$ cat config.mk
export PLATFORM = sky130hd
export DESIGN_NAME = steer_sense_dp_flat
export DESIGN_NICKNAME = d
export VERILOG_FILES = /design/src/rtl/steer_sense_if.sv /design/src/rtl/steer_sense_dp.sv /design/src/flat_wrapper.sv
export SDC_FILE = /design/constraint.sdc
export NUM_CORES = 1
export LEC_CHECK = 0
export ABC_CLOCK_PERIOD_IN_PS = 2000
export BUFFER_PORTS_ARGS = -buffer_cell sky130_fd_sc_hd__buf_2
export CORE_ASPECT_RATIO = 0.6
export CORE_MARGIN = 2
export CORE_UTILIZATION = 55
export CTS_BUF_LIST = sky130_fd_sc_hd__clkbuf_8
export DETAILED_ROUTE_END_ITERATION = 7
export GPL_ROUTABILITY_DRIVEN = 0
export PLACE_DENSITY_LB_ADDON = 0.15
export SKIP_LAST_GASP = 1
export SYNTH_ARGS = -nofsm -noshare
export SYNTH_HDL_FRONTEND = slang
export SYNTH_SLANG_ARGS = --single-unit
$ cat constraint.sdc
create_clock -name clk -period 2 [get_ports clk]
set_input_delay 0.4 -clock clk [delete_from_list [all_inputs] [get_ports clk]]
set_output_delay 0.4 -clock clk [all_outputs]
set_load 0.03 [all_outputs]
$ cat src/rtl/steer_sense_if.sv
// Bundle between the A2D front end, the rider-sense datapath and the
// steering-enable state machine.
interface steer_sense_if;
    logic        vld;
    logic [11:0] lft_ld;
    logic [11:0] rght_ld;
    logic        clr_tmr;
    logic        tmr_full;
    logic        sum_gt_min;
    logic        sum_lt_min;
    logic        diff_gt_1_4;
    logic        diff_gt_15_16;

    modport master (
        output vld, lft_ld, rght_ld, clr_tmr,
        input  tmr_full, sum_gt_min, sum_lt_min,
        input  diff_gt_1_4, diff_gt_15_16
    );

    modport slave (
        input  vld, lft_ld, rght_ld, clr_tmr,
        output tmr_full, sum_gt_min, sum_lt_min,
        output diff_gt_1_4, diff_gt_15_16
    );
endinterface

$ cat src/rtl/steer_sense_dp.sv
// Rider-detection qualifiers and settle timer for steering enable.
// Optional LD_FILTER_EN adds a per-channel IIR ahead of the flags.
module steer_sense_dp #(
    parameter logic [11:0] MIN_RIDER_WEIGHT = 12'h200,
    parameter logic [11:0] HYSTERESIS       = 12'h040,
    parameter bit          FAST_SIM         = 1'b0
) (
    input logic         clk,
    input logic         rst_n,
    steer_sense_if.slave bus
);

    localparam logic [12:0] SUM_HI =
        {1'b0, MIN_RIDER_WEIGHT} + {1'b0, HYSTERESIS};
    localparam logic [12:0] SUM_LO =
        {1'b0, MIN_RIDER_WEIGHT} - {1'b0, HYSTERESIS};
    localparam logic [25:0] TMR_LIM =
        FAST_SIM ? 26'h0007FFF : 26'h3FFFFFF;

    logic [11:0] src_l;
    logic [11:0] src_r;
    logic        upd;

`ifdef LD_FILTER_EN
    logic [11:0] filt_l;
    logic [11:0] filt_r;
    logic        primed;
    logic        vld_d;

    function automatic logic [11:0] iir(
        input logic [11:0] f,
        input logic [11:0] s
    );
        logic [13:0] acc;
        acc = ({2'b00, f} * 14'd3) + {2'b00, s};
        return acc[13:2];
    endfunction

    // First strobe after reset seeds the filter with the raw sample.
    always_ff @(posedge clk or negedge rst_n) begin
        if (!rst_n) begin
            filt_l <= '0;
            filt_r <= '0;
            primed <= 1'b0;
            vld_d  <= 1'b0;
        end else begin
            vld_d <= bus.vld;
            if (bus.vld) begin
                primed <= 1'b1;
                filt_l <= primed ? iir(filt_l, bus.lft_ld) : bus.lft_ld;
                filt_r <= primed ? iir(filt_r, bus.rght_ld) : bus.rght_ld;
            end
        end
    end

    assign src_l = filt_l;
    assign src_r = filt_r;
    assign upd   = vld_d;
`else
    assign src_l = bus.lft_ld;
    assign src_r = bus.rght_ld;
    assign upd   = bus.vld;
`endif

    logic [12:0] sum;
    logic [11:0] diff;
    logic [12:0] qtr_th;
    logic [12:0] ff_th;

    always_comb begin
        sum    = {1'b0, src_l} + {1'b0, src_r};
        diff   = (src_l >= src_r) ? (src_l - src_r) : (src_r - src_l);
        qtr_th = sum >> 2;
        ff_th  = sum - (sum >> 4);
    end

    // Empty platform reads as rider off until the first sample lands.
    always_ff @(posedge clk or negedge rst_n) begin
        if (!rst_n) begin
            bus.sum_gt_min    <= 1'b0;
            bus.sum_lt_min    <= 1'b1;
            bus.diff_gt_1_4   <= 1'b0;
            bus.diff_gt_15_16 <= 1'b0;
        end else if (upd) begin
            bus.sum_gt_min    <= sum > SUM_HI;
            bus.sum_lt_min    <= sum < SUM_LO;
            bus.diff_gt_1_4   <= {1'b0, diff} > qtr_th;
            bus.diff_gt_15_16 <= {1'b0, diff} > ff_th;
        end
    end

    logic [25:0] tmr_cnt;

    always_ff @(posedge clk or negedge rst_n) begin
        if (!rst_n) begin
            tmr_cnt <= '0;
        end else if (bus.clr_tmr) begin
            tmr_cnt <= '0;
        end else if (tmr_cnt != TMR_LIM) begin
            tmr_cnt <= tmr_cnt + 26'd1;
        end
    end

    assign bus.tmr_full = (tmr_cnt == TMR_LIM);

endmodule

$ cat src/flat_wrapper.sv
// flat-port wrapper written by rule: the top's interface ports become plain ports
module steer_sense_dp_flat 
#(
    parameter logic [11:0] MIN_RIDER_WEIGHT = 12'h200,
    parameter logic [11:0] HYSTERESIS       = 12'h040,
    parameter bit          FAST_SIM         = 1'b0
)
  (clk, rst_n, bus_vld, bus_lft_ld, bus_rght_ld, bus_clr_tmr, bus_tmr_full, bus_sum_gt_min, bus_sum_lt_min, bus_diff_gt_1_4, bus_diff_gt_15_16);
  steer_sense_if bus_i ();
  input logic clk;
  input logic rst_n;
  input wire logic [$bits(bus_i.vld)-1:0] bus_vld;
  input wire logic [$bits(bus_i.lft_ld)-1:0] bus_lft_ld;
  input wire logic [$bits(bus_i.rght_ld)-1:0] bus_rght_ld;
  input wire logic [$bits(bus_i.clr_tmr)-1:0] bus_clr_tmr;
  output wire logic [$bits(bus_i.tmr_full)-1:0] bus_tmr_full;
  output wire logic [$bits(bus_i.sum_gt_min)-1:0] bus_sum_gt_min;
  output wire logic [$bits(bus_i.sum_lt_min)-1:0] bus_sum_lt_min;
  output wire logic [$bits(bus_i.diff_gt_1_4)-1:0] bus_diff_gt_1_4;
  output wire logic [$bits(bus_i.diff_gt_15_16)-1:0] bus_diff_gt_15_16;
  assign bus_i.vld = bus_vld;
  assign bus_i.lft_ld = bus_lft_ld;
  assign bus_i.rght_ld = bus_rght_ld;
  assign bus_i.clr_tmr = bus_clr_tmr;
  assign bus_tmr_full = bus_i.tmr_full;
  assign bus_sum_gt_min = bus_i.sum_gt_min;
  assign bus_sum_lt_min = bus_i.sum_lt_min;
  assign bus_diff_gt_1_4 = bus_i.diff_gt_1_4;
  assign bus_diff_gt_15_16 = bus_i.diff_gt_15_16;
  steer_sense_dp #(.MIN_RIDER_WEIGHT(MIN_RIDER_WEIGHT), .HYSTERESIS(HYSTERESIS), .FAST_SIM(FAST_SIM)) u_core (.clk(clk), .rst_n(rst_n), .bus(bus_i));
endmodule
==> Implementation_results.wiki <==
{| class="wikitable"
! Metric !! Value
|-
| Worst vdd ir || approximately 340 uV
|-
| Switching share of power || between 40% and 50%
|-
| Post-CTS Hold Fix Bufs || 0
|-
| H-tree levels || 2
|-
| Hold Crit Class || in -> async
|-
| Final Hold Violating Endpoints || 0
|-
| Post-route clock skew || approximately 5.5 ps
|-
| Final ANT Viol Nets || 0
|-
| Via Count || between 5,000 and 6,000
|-
| Final number of max-transition violations || 0
|-
| Critical Path RT || between 2000 and 2500 ps
|-
| Status || complete, but fails checks
|-
| Core Area || approximately 0.0074 mm2
|-
| Number of iterations in the first detailed-routing pass || 7
|-
| Arrival time of the worst setup path || around 5000 ps
|-
| Upper clock frequency limit || 0.208 GHz
|-
| Proportion of synthesized flip-flops having asynchronous set or reset || between 90% and 100%
|-
| Vias in the first global route || 4,514
|-
| Final setup margin || -2810 ps
|-
| Flop pwr share || between 10% and 20%
|-
| TritonCTS clock tree || yes
|-
| Final period utilization || 241%
|-
| DP Wirelength || slightly above 10,000 um
|-
| Violations in the final reports || negative setup slack
|-
| Clock network fraction of design power || between 10% and 20%
|-
| Power density over cell area || 766 mW/mm2
|-
| Floorplan die area || approximately 0.0085 mm2
|-
| Post-route minimum period || 4810 ps
|-
| Share of cells above drive strength 1 || between 40% and 50%
|-
| I/O pins || 33
|-
| Average detailed-routed wire length per instance || 20.7 um
|-
| Effective utilization at floorplan || 57.6%
|-
| Final setup violation count || 24
|-
| Global-route wire length before repair || 21,800 um
|-
| Unrepaired setup endpoints after global routing || yes
|-
| Multi-input combinational cell area || ~0.0037 mm2
|-
| Total negative setup slack || -10,160 ps
|-
| Fraction of the yosys area taken by sequential cells || between 10% and 20%
|-
| Max clock buf depth || 2
|-
| Clk_lat worst skew || about 290 ps
|-
| Antenna violations before repair || 0
|-
| Final wirelength || around 17,000 um
|-
| Global-route usage over all layers || between 30% and 40%
|-
| Critical setup path kind || in -> reg
|-
| # Max-Cap Violations || 0
|-
| Average size of a mapped cell || 8.48 um2
|-
| Via count normalized by instance count || ~6.2
|-
| Count of clock tree sinks || 30
|-
| CP Capture Type || flip-flop
|-
| Core Rows || 24
|-
| Share of the core filled with cells in the final layout || just under 90%
|-
| Die span in x || roughly 120 um
|-
| Syn Nets || about 600
|-
| Power Internal || about 0.0027 W
|-
| FF+latch area || about 750 um2
|-
| Antenna diodes || 0
|-
| Mapped Area || approximately 0.0043 mm2
|-
| Leakage power summed over all cells || 3.11 nW
|-
| Detailed-route DRC error count || 0
|-
| Switching power || 0.00216 W
|-
| Synth Flop Type || sky130_fd_sc_hd__dfrtp_1
|-
| Distinct cells, synth || 70
|-
| Measured slew at the worst slew-check pin || 677 ps
|-
| Normalized max-slew margin || about 55%
|-
| Yosys warning total || 0
|-
| Syn-to-layout area delta || 50.6%
|-
| Number of enable flip-flop cells after synthesis || 0
|-
| Clock transition at the register clock pins on the worst setup and hold paths after CTS || 70 ps
|-
| Starting DRC count in detailed routing || roughly 630
|-
| Maximum number of pins on one net before global-route repair || 31
|-
| Cts bufs inserted || 5
|-
| Leading post-synthesis cells by cell area || sky130_fd_sc_hd__ha_1, sky130_fd_sc_hd__dfrtp_1, sky130_fd_sc_hd__xnor2_1
|-
| Critical-path maximum fanout || 3
|-
| Most area-hungry cell type in the Yosys netlist || sky130_fd_sc_hd__ha_1
|-
| Die Ht || 72.2 um
|-
| Startpoint class of the critical path || input pin
|-
| Net count reported at finish || ~800
|-
| Number of fill cells in the layout || roughly 370
|-
| Post-synth top area share || 19.1%
|-
| Most common cell after layout, fill and taps aside || sky130_fd_sc_hd__buf_4
|-
| Residual overflow from global routing || 0
|-
| Relative contribution of combinational cells to total power || 73.9%
|-
| Register bit total from synthesis || 30
|-
| Cell count after synthesis || about 500
|-
| Buffers on Ports || 32
|-
| Commonest non-fill, non-tap cells in the layout || sky130_fd_sc_hd__buf_4, sky130_fd_sc_hd__ha_1, sky130_fd_sc_hd__inv_1
|-
| Root buf cell || sky130_fd_sc_hd__clkbuf_8
|-
| Final-layout worst hold slack || roughly 140 ps
|}
## layout make-up
type,instances,area share [%]
multi-input cells,404,57.3
inverters,53,3.28
repair buffers,206,24.0
well taps,104,2.03
flip-flops and latches,30,11.7
clock buffers,5,1.07
clock inverters,3,0.625
## cell usage after synthesis, drive strengths merged (5+ instances only)
cell type,instances
inv,53
mux2,7
and3,8
buf,9
nand2b,7
dfrtp,29
ha,65
and4,5
o21bai,7
o21ai,14
a21o,6
mux2i,5
xor2,22
or3,6
nand4,11
a21oi,43
clkbuf,6
nor2,43
xnor2,32
o31ai,6
nand2,30
nor3,13
nand3,16
## per-layer routing
layer | GRT usage [%] | routed length, um | vias up
met5 | 0 | 0 | -
met4 | 4.82 | 899 | 0
met3 | 7.78 | 2100 | 119
met2 | 51.3 | 7390 | 407
met1 | 45.6 | 6300 | 2328
li1 | - | - | 2156
## path summary, 6_finish.rpt
check	start	depth (start not counted)	endpoint	slack (ps)
worst max-delay path	bus_rght_ld[0]	22	u_core.bus.diff_gt_15_16	-2810
worst min-delay path	rst_n	1	u_core.tmr_cnt[17]	140
worst max register to register	u_core.tmr_cnt[19]	10	u_core.tmr_cnt[22]	-370
worst min register to register	u_core.bus.sum_gt_min	2	u_core.bus.sum_gt_min	530
max in group asynchronous	rst_n	1	u_core.tmr_cnt[8]	1420
min in group clk	bus_vld	2	u_core.bus.sum_gt_min	470
## critical path, cell delays in order
cell                       delay, ps
sky130_fd_sc_hd__buf_8            80
sky130_fd_sc_hd__ha_4            150
sky130_fd_sc_hd__inv_4            40
sky130_fd_sc_hd__fa_2            420
sky130_fd_sc_hd__o21bai_4        180
sky130_fd_sc_hd__a211oi_2        100
sky130_fd_sc_hd__o311a_1         370
sky130_fd_sc_hd__o31ai_2         240
sky130_fd_sc_hd__a21oi_2         110
sky130_fd_sc_hd__xnor2_2         240
sky130_fd_sc_hd__ha_1            300
sky130_fd_sc_hd__a21o_1          210
sky130_fd_sc_hd__a31o_4          230
sky130_fd_sc_hd__a21oi_4         170
sky130_fd_sc_hd__o211ai_1        130
sky130_fd_sc_hd__xnor2_1         170
sky130_fd_sc_hd__ha_1            360
sky130_fd_sc_hd__nand3_2          90
sky130_fd_sc_hd__or4_4           500
sky130_fd_sc_hd__o311a_4         150
sky130_fd_sc_hd__a32oi_2         210
sky130_fd_sc_hd__o211ai_1        120
## state kept, by name, indices dropped and copies added (netlist names)
signal,count
u_core.bus.sum_lt_min,1
u_core.bus.sum_gt_min,1
u_core.tmr_cnt,26
u_core.bus.diff_gt_15_16,1
u_core.bus.diff_gt_1_4,1
## kinds of logic (layout without fill, tap and decap cells)
kind of cell	after synthesis	count (layout)	synth area share [%]
AND/OR/NAND/NOR	152	152	18.1
buffers and inverters	68	267	6.96
XOR/XNOR	58	58	13.6
AO/OA/AOI/OAI	111	111	19.2
adder cells (fa/ha/maj)	71	71	21.5
multiplexers	12	12	3.11
flip-flops	30	30	17.7
## power by group through the flow
stage,Clock (W),Combinational (W),Sequential (W)
2_1_floorplan,0,0.00183,0.000712
3_3_place_gp,0,0.00290,0.000667
3_5_place_dp,0,0.00304,0.000667
4_1_cts,0.000608,0.00318,0.000659
5_1_grt,0.000640,0.00383,0.000665
6_report,0.000619,0.00363,0.000663
## stage by stage
| step | std cells | setup slack [ps] | instance area (um2) | power, W |
|---|---|---|---|---|
| 2_1_floorplan | 502 | -2640 | 4440 | 0.00254 |
| 3_3_place_gp | 771 | -2700 | 5740 | 0.00357 |
| 3_5_place_dp | 771 | -2820 | 5740 | 0.00370 |
| 4_1_cts | 791 | -2470 | 6120 | 0.00445 |
| 5_1_grt | 805 | -2960 | 6410 | 0.00514 |
| 6_report | 805 | -2810 | 6410 | 0.00491 |
## repair_timing
item / CTS / global route
setup buffers: 14 / 15
setup endpoints to repair: 20 / 20
pin swaps: 41 / 59
gates resized for setup: 40 / 43
Note: power is estimated with default switching activity, not from simulation.
